$ cat src/rtl/genius_pkg.sv
// Shared types and constants for the Genius (Simon) game controller.
package genius_pkg;

    typedef enum logic [3:0] {
        IDLE,
        ADD,
        SHOW_ON,
        SHOW_OFF,
        WAIT_IN,
        WAIT_ADD,
        ROUND_END,
        WIN,
        LOSE
    } state_t;

    // Wide enough for the largest supported palette (8 colours).
    localparam int COLOR_MAX_W = 3;
    typedef logic [COLOR_MAX_W-1:0] color_t;

    localparam logic [15:0] LFSR_SEED = 16'hACE1;
    // Taps 16,14,13,11 as a bit mask over the 16-bit register.
    localparam logic [15:0] LFSR_TAPS = 16'hB400;

    function automatic int unsigned target_len(input logic [1:0] difficulty,
                                               input int unsigned addr_width);
        return (32'(difficulty) + 32'd1) * ((32'd1 << addr_width) >> 2);
    endfunction

endpackage

$ cat src/rtl/genius_lfsr.sv
// Free-running Fibonacci LFSR; shifts left and feeds the tap parity into bit 0.
module genius_lfsr
    import genius_pkg::*;
#(
    parameter int               WIDTH = 16,
    parameter logic [WIDTH-1:0] SEED  = WIDTH'(LFSR_SEED),
    parameter logic [WIDTH-1:0] TAPS  = WIDTH'(LFSR_TAPS),
    parameter int               OUT_W = 2
) (
    input  logic             clk,
    input  logic             rst_n,
    input  logic             en,
    output logic [OUT_W-1:0] rnd
);

    logic [WIDTH-1:0] q_reg, q_next;

    always_comb begin
        q_next = q_reg;
        if (en) begin
            q_next = {q_reg[WIDTH-2:0], ^(q_reg & TAPS)};
        end
    end

    always_ff @(posedge clk) begin
        if (!rst_n) begin
            q_reg <= SEED;
        end else begin
            q_reg <= q_next;
        end
    end

    assign rnd = q_reg[OUT_W-1:0];

endmodule

$ cat src/rtl/genius_ctrl_n.sv
// Genius (Simon) game controller: sequence generation, LED playback,
// player entry checking and per-press timeout.
module genius_ctrl_n
    import genius_pkg::*;
#(
    parameter int NUM_COLORS     = 4,
    parameter int COLOR_CODEFY_W = 2,
    parameter int ADDR_WIDTH     = 5,
    parameter int LFSR_WIDTH     = 16,
    parameter int SHOW_CYC       = 50_000_000,
    parameter int TIMEOUT_CYC    = 500_000_000
) (
    input  logic                  clk,
    input  logic                  rst_n,
    input  logic                  start,
    input  logic                  mode_button,
    input  logic [1:0]            difficulty_button,
    input  logic                  speed_button,
    input  logic [NUM_COLORS-1:0] btn,
    output logic [NUM_COLORS-1:0] led,
    output logic [ADDR_WIDTH:0]   lcd_display,
    output logic                  busy,
    output logic                  win,
    output logic                  lose
);

    localparam int LEN_W   = ADDR_WIDTH + 1;
    localparam int MAX_SEQ = 2 ** ADDR_WIDTH;
    localparam int TIMER_W = 32;

    state_t                  state_reg, state_next;
    logic [LEN_W-1:0]        len_reg, len_next, idx_reg, idx_next;
    logic [LEN_W-1:0]        target_reg, target_next, score_reg, score_next;
    logic [TIMER_W-1:0]      timer_reg, timer_next, period_reg, period_next;
    logic                    mode_reg, mode_next;
    logic [NUM_COLORS-1:0]   btn_q;
    logic                    start_q;

    color_t                  mem [MAX_SEQ];
    logic                    mem_we;
    logic [ADDR_WIDTH-1:0]   mem_waddr;
    color_t                  mem_wdata;

    logic [COLOR_CODEFY_W-1:0] rnd;
    logic [NUM_COLORS-1:0]   press, expect_onehot;
    logic                    start_edge, press_any, press_single, timed_out;
    color_t                  press_code;

    genius_lfsr #(
        .WIDTH (LFSR_WIDTH),
        .OUT_W (COLOR_CODEFY_W)
    ) u_lfsr (
        .clk   (clk),
        .rst_n (rst_n),
        .en    (1'b1),
        .rnd   (rnd)
    );

    assign start_edge    = start & ~start_q;
    assign press         = btn & ~btn_q;
    assign press_any     = |press;
    assign press_single  = press_any && ((press & (press - NUM_COLORS'(1))) == '0);
    assign expect_onehot = NUM_COLORS'(1) << mem[idx_reg[ADDR_WIDTH-1:0]];
    assign timed_out     = (timer_reg == TIMER_W'(TIMEOUT_CYC - 1));

    always_comb begin
        press_code = '0;
        for (int i = 0; i < NUM_COLORS; i++) begin
            if (press[i]) press_code = color_t'(i);
        end
    end

    always_comb begin
        state_next  = state_reg;
        len_next    = len_reg;
        idx_next    = idx_reg;
        target_next = target_reg;
        score_next  = score_reg;
        period_next = period_reg;
        mode_next   = mode_reg;
        timer_next  = timer_reg + TIMER_W'(1);
        mem_we      = 1'b0;
        mem_waddr   = len_reg[ADDR_WIDTH-1:0];
        mem_wdata   = color_t'(rnd);

        unique case (state_reg)
            IDLE, WIN, LOSE: begin
                if (start_edge) begin
                    len_next    = '0;
                    idx_next    = '0;
                    score_next  = '0;
                    timer_next  = '0;
                    mode_next   = mode_button;
                    target_next = LEN_W'(target_len(difficulty_button, ADDR_WIDTH));
                    period_next = speed_button ? TIMER_W'(SHOW_CYC / 2) : TIMER_W'(SHOW_CYC);
                    state_next  = mode_button ? WAIT_ADD : ADD;
                end
            end
            ADD: begin
                mem_we     = 1'b1;
                len_next   = len_reg + LEN_W'(1);
                idx_next   = '0;
                timer_next = '0;
                state_next = SHOW_ON;
            end
            SHOW_ON: begin
                if (timer_reg == period_reg - TIMER_W'(1)) begin
                    timer_next = '0;
                    state_next = SHOW_OFF;
                end
            end
            SHOW_OFF: begin
                if (timer_reg == period_reg - TIMER_W'(1)) begin
                    timer_next = '0;
                    if (idx_reg + LEN_W'(1) == len_reg) begin
                        idx_next   = '0;
                        state_next = WAIT_IN;
                    end else begin
                        idx_next   = idx_reg + LEN_W'(1);
                        state_next = SHOW_ON;
                    end
                end
            end
            WAIT_IN: begin
                if (press_any) begin
                    timer_next = '0;
                    if (press != expect_onehot) begin
                        state_next = LOSE;
                    end else if (idx_reg == len_reg - LEN_W'(1)) begin
                        // Player mode appends a colour after each full repeat.
                        idx_next   = '0;
                        state_next = mode_reg ? WAIT_ADD : ROUND_END;
                    end else begin
                        idx_next = idx_reg + LEN_W'(1);
                    end
                end else if (timed_out) begin
                    state_next = LOSE;
                end
            end
            WAIT_ADD: begin
                if (press_any) begin
                    timer_next = '0;
                    if (press_single) begin
                        mem_we     = 1'b1;
                        mem_wdata  = press_code;
                        len_next   = len_reg + LEN_W'(1);
                        state_next = ROUND_END;
                    end
                end else if (timed_out) begin
                    state_next = LOSE;
                end
            end
            ROUND_END: begin
                score_next = len_reg;
                idx_next   = '0;
                timer_next = '0;
                if (len_reg == target_reg) begin
                    state_next = WIN;
                end else begin
                    state_next = mode_reg ? WAIT_IN : ADD;
                end
            end
            default: state_next = IDLE;
        endcase
    end

    always_ff @(posedge clk) begin
        if (!rst_n) begin
            state_reg  <= IDLE;
            len_reg    <= '0;
            idx_reg    <= '0;
            target_reg <= '0;
            score_reg  <= '0;
            timer_reg  <= '0;
            period_reg <= '0;
            mode_reg   <= 1'b0;
            btn_q      <= '0;
            start_q    <= 1'b0;
        end else begin
            state_reg  <= state_next;
            len_reg    <= len_next;
            idx_reg    <= idx_next;
            target_reg <= target_next;
            score_reg  <= score_next;
            timer_reg  <= timer_next;
            period_reg <= period_next;
            mode_reg   <= mode_next;
            btn_q      <= btn;
            start_q    <= start;
        end
    end

    always_ff @(posedge clk) begin
        if (mem_we) begin
            mem[mem_waddr] <= mem_wdata;
        end
    end

    always_comb begin
        led = '0;
        unique case (state_reg)
            SHOW_ON:           led = expect_onehot;
            WAIT_IN, WAIT_ADD: led = btn;
            WIN:               led = '1;
            default:           led = '0;
        endcase
    end

    assign busy        = !(state_reg inside {IDLE, WIN, LOSE});
    assign win         = (state_reg == WIN);
    assign lose        = (state_reg == LOSE);
    assign lcd_display = score_reg;

endmodule

$ cat config.mk
export PLATFORM = sky130hd
export DESIGN_NAME = genius_ctrl_n
export DESIGN_NICKNAME = d
export VERILOG_FILES = /design/src/rtl/genius_pkg.sv /design/src/rtl/genius_lfsr.sv /design/src/rtl/genius_ctrl_n.sv
export SDC_FILE = /design/constraint.sdc
export NUM_CORES = 1
export LEC_CHECK = 0
export BUFFER_PORTS_ARGS = -buffer_cell sky130_fd_sc_hd__buf_4
export CORE_ASPECT_RATIO = 1.5
export CORE_MARGIN = 8
export CORE_UTILIZATION = 30
export DETAILED_ROUTE_END_ITERATION = 12
export GPL_ROUTABILITY_DRIVEN = 0
export PLACE_DENSITY = 0.45
export SLEW_MARGIN = 20
export SYNTH_ARGS = -nofsm -noshare
export SYNTH_HDL_FRONTEND = slang
export SYNTH_SLANG_ARGS = --single-unit
$ cat constraint.sdc
create_clock -name clk -period 3 [get_ports clk]
set_input_delay 0.45 -clock clk [delete_from_list [all_inputs] [get_ports clk]]
set_output_delay 0.45 -clock clk [all_outputs]
set_load 0.05 [all_outputs]
==> results_dict.tcl, run 1 <==
set metrics [dict create \
    finalWorstSetupSlack_ns -0.0407 \
    violations "setup timing" \
    num_rows 73 \
    largest_reg_flops 64 \
    ys_async_sr_fraction_pct 0 \
    yosysWarnings 0 \
    placedInstanceArea_sq_mm 0.00872 \
    multi_input_area_sq_mm 0.00426 \
    ant_nets 0 \
    core_area_sq_mm 0.0262 \
    outcome "complete, but fails checks" \
    seq_area_sq_mm 0.00368 \
    drt-initial-drc-count 266 \
    ir_drop_v 0.000548 \
    slew-limit-headroom_pct 53.3 \
    crit_fanout 6 \
    min_path_type "in -> reg" \
    routed_wl_microns 21800 \
    crit_buf_inv 5 \
    path_class "reg -> out" \
    yosys.area.top_type "edfxtp_1" \
    setup_viol 1 \
    synthTopCellsByArea "edfxtp_1, dfxtp_1, nor2_1" \
    fin_setup_tns_ns -0.0407 \
    cts-root-buf "clkbuf_16" \
    p_per_area_mw_per_mm2 691 \
    antenna-diode-count 0 \
    slew_violations 0 \
    grt-ovfl-total 0 \
    worstMarginPinSlew_ns 0.695 \
    cpMaxStageDelayCell "dfxtp_4" \
    cts_tree "done" \
    rsz0062_at_grt "true" \
    critPathMostFrequentCell "buf_6" \
    synthCells 847 \
    r2r_slack_ns 0.05 \
    grt_pass1_vias 6392 \
    max_freq_ghz 0.329 \
    grt_pass1_wl_microns 34700 \
    netlist_area_sq_mm 0.00791 \
    cp-start-kind "register" \
    syn_area_per_cell_sq_um 9.33 \
    ios 24 \
    antenna_found_initial 0 \
    path_delay_family "buffers and inverters" \
    synth_ff_type "dfxtp_1" \
    path_clk_slew_ns 0.07 \
    yosysMostFrequentCell "nor2_1" \
    drc 0 \
    syn2layout_area_growth_pct 24.7 \
    dieWidth_microns 149 \
    nets 937 \
    start_util_pct 30.2 \
    hpwl_microns 15400 \
    ctsHoldBuffers 0 \
    yosys-top-cells-count "nor2_1, dfxtp_1, nand2_1, edfxtp_1, nand3_1" \
    post-place-ws_ns 0.108 \
    final_cells 1262 \
    finalHoldViolCount 0 \
    synth_nets 872 \
    first_pass_iters 4 \
    period_needed_ns 3.04 \
    p_leak_nw 3.44 \
    crit_chain "buf_12 -> buf_6 -> mux2i_1 -> nand2_1 -> nand3_2 -> o31ai_4 -> buf_6 -> nor2_4 -> buf_6 -> nor4_4 -> a21oi_1 -> nor2_1 -> buf_6" \
    yosysTopAreaCellShare_pct 24.3 \
    n_fill_cell 2643 \
    grt_max_degree 35 \
    worstPathRequired_ns 2.55 \
    die_y_microns 215 \
    grt_usage_pct 13.9 \
    critical_path.endpoint_type "primary output" \
    final_area_sq_mm 0.00986 \
    synth_edf_count 64 \
    fin_crit_sh_pct 101 \
    cts.htree.levels 4 \
    fin_skew_ns 0.0137 \
    ys_types 77 \
    cp_slowest_stage_delay_ns 0.39 \
    clkSinkCount 151 \
    insertion_delay_ns 0.43 \
    wl_per_cell_microns 17.2 \
    ys_seq_area_share_pct 46.3 \
    drive_gt1_share_pct 20.9 \
    cts_buffer_depth 2 \
    p_total_mw 6.82 \
    worstPathArrival_ns 2.59 \
    place_inst 1217 \
    dieArea_sq_mm 0.0319 \
    cts_buffers 17 \
    max_cap_violations 0 \
    ys_ff_latch 151 \
    vias 6332 \
    port-buffer-count 23 \
    via_per_inst 5.02 \
]
## cells by family after synthesis
family	synth area share, %
DFF	46.3
buffers and inverters	3.89
and+or+nand+nor	24.3
muxes	4.56
adders and majority gates	2.22
AOI/OAI and AO/OA	12.4
xor gates and xnor gates	6.31
## layout make-up
cell class / instances / share of cell area, %
multi-input cells: 632 / 43.2
flip-flops and latches: 151 / 37.3
repair buffers: 87 / 8.56
clock buffers: 19 / 4.71
well taps: 337 / 4.28
clock inverters: 13 / 1.08
inverters: 23 / 0.876
## through the flow
| step | hold WS (ns) | utilization [%] |
|---|---|---|
| final | 0.214 | 37.6 |
| after global routing | 0.211 | 37.6 |
| after CTS | 0.188 | 37.1 |
| after detailed placement | 0.392 | 33.3 |
| after global placement | 0.390 | 33.3 |
| after floorplan | 0.386 | - |
## power by group
group	switching (mW)	internal, mW	total (mW)
Sequential	0.0865	2.27	2.35
Combinational	1.43	0.944	2.38
Clock	0.933	1.15	2.08
## routing by layer
layer  wire (microns)  track usage, %  vias up
met3              704            2.67       26
met1             9200            16.2     3069
met4              474            5.29        0
met5                0               0        -
met2            11400            24.6       89
li1                 -               -     3148
## worst paths after layout
check,from,to,depth (start not counted)
worst max-delay path,register,led[1],13
worst min-delay path,difficulty_button[0],target_reg[3],2
worst max register to register,register,state_reg[1],12
worst min register to register,u_lfsr.q_reg[9],u_lfsr.q_reg[10],1
## repair_timing
| item | in CTS | in global routing |
|---|---|---|
| buffers inserted | 8 | 1 |
| gates cloned | 4 | 1 |
| resized for setup | 63 | 27 |
| pin swaps | 22 | 12 |
| endpoints found under the setup margin | 4 | 51 |
## placed cells by master, fill, tap and decap left out, types with 5 or more instances in the layout
master     Yosys  layout
nor2_1       120     117
dfxtp_1       87      83
nand2_1       75      75
buf_4          2      64
edfxtp_1      64      64
nand3_1       42      38
a21oi_1       33      31
xor2_1        30      30
mux2i_1       36      29
xnor2_1       27      27
o21ai_0       27      25
nand2b_1      23      23
inv_1         22      23
clkbuf_16      0      18
nor3_1        14      14
and2_1        14      14
nand4_1       14      14
buf_6          4      14
or3_1         12      12
ha_1          14      12
nor2b_2        0       8
nor4_1        10       8
and3_1         7       7
nor2b_1       15       6
a31oi_1        6       5
o21a_1         5       5
nand3b_1       5       5
o221ai_1       5       5
nand4b_1       5       5
o2bb2ai_1      5       5
Note: power is estimated with default switching activity, not from simulation.
==> inputs of run 2 (changes only) <==
- PLACE_DENSITY: 0.45 -> 0.43
- clock period: 3 -> 3.05 ns (I/O delays scaled with it)
==> run 2 against run 1 <==
  * The flow now finishes without violations
  * First-iteration DRC count up 26%
  * Critical endpoint is now led[2]
  * Largest power group is now sequential cells
  * Sequential cell count unchanged
  * Utilization fell by 0.56 points
  * Register-to-register slack gained 0.17 ns
  * Wire length grew 3.4%
==> results_dict.tcl, run 2 (synthesis results as in run 1) <==
set metrics [dict create \
    routed_wl_microns 22500 \
    drive_gt1_share_pct 18.1 \
    max_cap_violations 0 \
    start_util_pct 30.2 \
    clkSinkCount 151 \
    ctsHoldBuffers 0 \
    cp_slowest_stage_delay_ns 0.39 \
    period_needed_ns 2.97 \
    p_leak_nw 3.37 \
    placedInstanceArea_sq_mm 0.00869 \
    rr_endpoint "state_reg[3]" \
    worstPathRequired_ns 2.59 \
    cts_buffers 17 \
    post-place-ws_ns 0.0868 \
    worstPathArrival_ns 2.51 \
    outcome "finished clean" \
    cts_buffer_depth 2 \
    hold_depth 2 \
    hpwl_microns 16300 \
    port-buffer-count 23 \
    crit-reg2reg-launch "period_reg[24]" \
    cts-root-buf "clkbuf_16" \
    path_clk_slew_ns 0.06 \
    nets 930 \
    drc 0 \
    crit_chain "buf_12 -> nor2b_4 -> a22oi_2 -> nand2_2 -> o31ai_4 -> or2_4 -> buf_6 -> nand3_2 -> a21oi_2 -> buf_6" \
    slew-limit-headroom_pct 61.9 \
    critical_path.endpoint_type "primary output" \
    syn2layout_area_growth_pct 22.8 \
    reg2reg_depth 12 \
    crit_fanout 6 \
    worstHoldStart "difficulty_button[0]" \
    final_cell_mix "nor2_1, dfxtp_1, nand2_1, buf_4, edfxtp_1" \
    min_path_type "in -> reg" \
    insertion_delay_ns 0.43 \
    finalWorstSetupSlack_ns 0.0817 \
    rsz0062_at_grt "true" \
    fin_skew_ns 0.0129 \
    final_area_sq_mm 0.00971 \
    antenna_found_initial 0 \
    path_class "reg -> out" \
    wl_per_cell_microns 17.9 \
    dieWidth_microns 149 \
    cpMaxStageDelayCell "o31ai_4" \
    worstMarginPinSlew_ns 0.569 \
    ios 24 \
    first_pass_iters 5 \
    cp-start-kind "register" \
    vias 6325 \
    antenna-diode-count 0 \
    grt_usage_pct 14.4 \
    fin_crit_sh_pct 97.3 \
    setup_viol 0 \
    finalHoldViolCount 0 \
    p_per_area_mw_per_mm2 700 \
    grt_pass1_wl_microns 35800 \
    grt_pass1_vias 6480 \
    grt_max_degree 35 \
    largest_reg_flops 64 \
    via_per_inst 5.04 \
    critPathMostFrequentCell "buf_6" \
    cts.htree.levels 4 \
    ir_drop_v 0.000417 \
    grt-ovfl-total 0 \
    die_y_microns 215 \
    num_rows 73 \
    ant_nets 0 \
    drt-initial-drc-count 335 \
    r2r_slack_ns 0.22 \
    core_area_sq_mm 0.0262 \
    max_freq_ghz 0.337 \
    dieArea_sq_mm 0.0319 \
    cts_tree "done" \
    final_common_cell "nor2_1" \
    slew_violations 0 \
    holdPathEnd "target_reg[3]" \
]
## run 2: critical path, delay by kind of cell (launching register included)
family          cells  cell delay (ns)
flops               1             0.38
buf+inv             3             0.43
simple gates        4             0.52
compound gates      3             0.73
## run 2: worst max-delay path by stage
stage | start | to | slack (ns) | cells past startpoint
after CTS | register | led[1] | 0.005 | 10
after floorplan | period_reg[24] | state_reg[2] | 0.06 | 13
after global placement | period_reg[24] | state_reg[3] | 0.09 | 12
final | register | led[2] | 0.08 | 10
after detailed placement | period_reg[24] | state_reg[3] | 0.09 | 12
after global routing | register | led[3] | -0.05 | 12
## run 2: cell type report
type / instances / area [sq um]
clock buffer: 20 / 437
clock inverter: 12 / 166
fill: 2663 / 16500
inverter: 23 / 86.3
multi-input combinational: 631 / 4170
sequential: 151 / 3670
tap: 337 / 422
timing repair buffer: 81 / 757
## run 2: routing by layer
metal | wire (microns) | GRT usage (%) | vias to the layer above
met5 | 0 | 0 | -
met4 | 420 | 5.36 | 0
met3 | 545 | 2.67 | 31
met2 | 12100 | 26.5 | 95
met1 | 9420 | 15.9 | 3057
li1 | - | - | 3142
## run 2: metrics by stage
stage,power [mW],hold WS (ns),TNS (ns),utilization (%),cells
final,6.80,0.238,0,37.0,1255
after global routing,7.17,0.225,-0.145,37.0,1255
after CTS,6.76,0.224,0,36.1,1250
after detailed placement,4.49,0.393,0,33.2,1214
after global placement,4.49,0.389,0,33.2,1214
after floorplan,3.81,0.386,0,-,847
## run 2: power by group
part,switching [mW],internal (mW),total [mW]
clock network,0.898,1.30,2.20
registers,0.0911,2.23,2.32
logic,1.38,0.893,2.28
total,2.37,4.43,6.80
## run 2: what timing repair did
| item | in CTS | in global routing |
|---|---|---|
| gates cloned | 2 | 1 |
| setup endpoints to repair | 4 | 51 |
| setup buffers | 3 | 4 |
| pin swaps | 16 | 19 |
| hold endpoints to repair | 0 | 0 |
| gates resized for setup | 22 | 40 |
==> inputs of run 3 (changes only) <==
- PLACE_DENSITY: 0.43 -> 0.45
- clock period: 3.05 -> 2.69 ns (I/O delays scaled with it)
==> run 3 against run 2 <==
  * Die area is the same
  * The flow now finishes with violations (setup timing)
  * Via count rose by 2.3%
  * Count of clock-buffer cells in the layout increased by 3
  * Hold slack got worse by 0.083 ns
  * Sequential share of layout area down 2.6 points
==> results_dict.tcl, run 3 (synthesis results as in run 1) <==
set metrics [dict create \
    violations "setup timing" \
    vias 6472 \
    max_cap_violations 0 \
    slew_violations 0 \
    max_freq_ghz 0.339 \
    num_rows 73 \
    post-place-ws_ns -0.218 \
    routed_wl_microns 22500 \
    critical_path.endpoint_type "primary output" \
    core_area_sq_mm 0.0262 \
    cp_slowest_stage_delay_ns 0.36 \
    ios 24 \
    outcome "complete, but fails checks" \
    final_common_cell "buf_4" \
    drt-initial-drc-count 281 \
    fin_setup_tns_ns -2.69 \
    nets 972 \
    cts-root-buf "clkbuf_16" \
    p_leak_nw 3.62 \
    port-buffer-count 23 \
    finalWorstSetupSlack_ns -0.263 \
    setup_viol 16 \
    antenna-diode-count 0 \
    rsz0062_at_grt "true" \
    fin_crit_sh_pct 110 \
    grt-ovfl-total 0 \
    crit_chain "buf_12 -> buf_6 -> mux2i_1 -> nand3_1 -> nand2_2 -> o31ai_4 -> or2_4 -> buf_4 -> nand3_1 -> a21oi_2 -> buf_6" \
    grt_pass1_vias 6523 \
    largest_reg_flops 64 \
    hpwl_microns 16100 \
    cts_buffer_depth 2 \
    slew-limit-headroom_pct 61.2 \
    crit_fanout 11 \
    path_class "reg -> out" \
    first_pass_iters 5 \
    fin_skew_ns 0.0123 \
    seq_area_sq_mm 0.00367 \
    worstMarginPinSlew_ns 0.581 \
    fin_hold_ws_ns 0.155 \
    start_util_pct 30.2 \
    n_fill_cell 2651 \
    cts.htree.levels 4 \
    path_clk_slew_ns 0.06 \
    cts_buffers 17 \
    insertion_delay_ns 0.44 \
    multi_input_area_sq_mm 0.00458 \
    final_cell_mix "buf_4, nor2_1, dfxtp_1, nand2_1, edfxtp_1" \
    antenna_found_initial 0 \
    dieArea_sq_mm 0.0319 \
    ir_drop_v 0.000650 \
    grt_pass1_wl_microns 34800 \
    grt_usage_pct 14.1 \
    clkSinkCount 151 \
    period_needed_ns 2.95 \
    syn2layout_area_growth_pct 31.8 \
    ant_nets 0 \
    p_per_area_mw_per_mm2 792 \
    cts_tree "done" \
    p_total_mw 8.26 \
    worstPathRequired_ns 2.29 \
    wl_per_cell_microns 17.4 \
    worstPathArrival_ns 2.55 \
    finalHoldViolCount 0 \
    dieWidth_microns 149 \
    final_cells 1297 \
    via_per_inst 4.99 \
    die_y_microns 215 \
    cp-start-kind "register" \
    grt_max_degree 34 \
    place_inst 1240 \
    min_path_type "in -> reg" \
    drive_gt1_share_pct 28.3 \
    ctsHoldBuffers 0 \
    cpMaxStageDelayCell "o31ai_4" \
    drc 0 \
]
==> run 3: cell types whose count changed in the layout (fill, tap and decap cells not counted), moves of 5 or more <==
cell,previous run,this run
buf_4,64,95
nor2_1,118,92
nor2_4,2,19
nor2_2,2,11
buf_6,9,16
a21oi_1,31,26
a21oi_2,2,7
==> run 3: timing repair <==
action	4_1_cts	5_1_grt
endpoints found under the setup margin	51	51
pin swaps	30	41
hold endpoints to repair	0	0
gates resized for setup	70	83
setup buffers	16	6
gates cloned	1	3
==> run 3: layout make-up <==
| cell class | count | area share [%] |
|---|---|---|
| timing repair buffer | 122 | 10.7 |
| clock inverter | 9 | 0.660 |
| inverter | 23 | 0.828 |
| clock buffer | 23 | 4.61 |
| tap | 337 | 4.05 |
| sequential | 151 | 35.2 |
| multi-input combinational | 632 | 44.0 |
==> run 3: worst paths after layout <==
path	start	endpoint	slack, ns	cells after the start
min	difficulty_button[0]	target_reg[3]	0.16	2
max reg2reg	register	state_reg[1]	-0.19	13
min reg2reg	u_lfsr.q_reg[5]	u_lfsr.q_reg[6]	0.41	1
max	register	led[2]	-0.26	11
==> run 3: report_power, final <==
part	internal [mW]	switching, mW
Combinational	1.50	1.89
Clock	1.27	0.970
Sequential	2.53	0.105
Total	5.30	2.96
==> run 3: through the flow <==
step	utilization, %	area (sq um)
global placement	34.1	8930
detailed placement	34.1	8930
CTS	38.0	9950
global route	39.8	10400
floorplan	-	7940
finish	39.8	10400
==> run 3: worst max-delay path: cells and delay by family (launching register included) <==
family,cells,cell delay (ns)
AND/OR/NAND/NOR,4,0.52
multiplexers,1,0.14
flip-flops,1,0.33
AO/OA/AOI/OAI,2,0.54
buffers and inverters,4,0.59
==> run 3: per-layer routing <==
metal / vias up / routed length [microns] / track usage [%]
met3: 39 / 579 / 3.01
met1: 3113 / 9250 / 15.5
li1: 3222 / - / -
met4: 0 / 714 / 6.52
met5: - / 0 / 0
met2: 98 / 12000 / 25.1
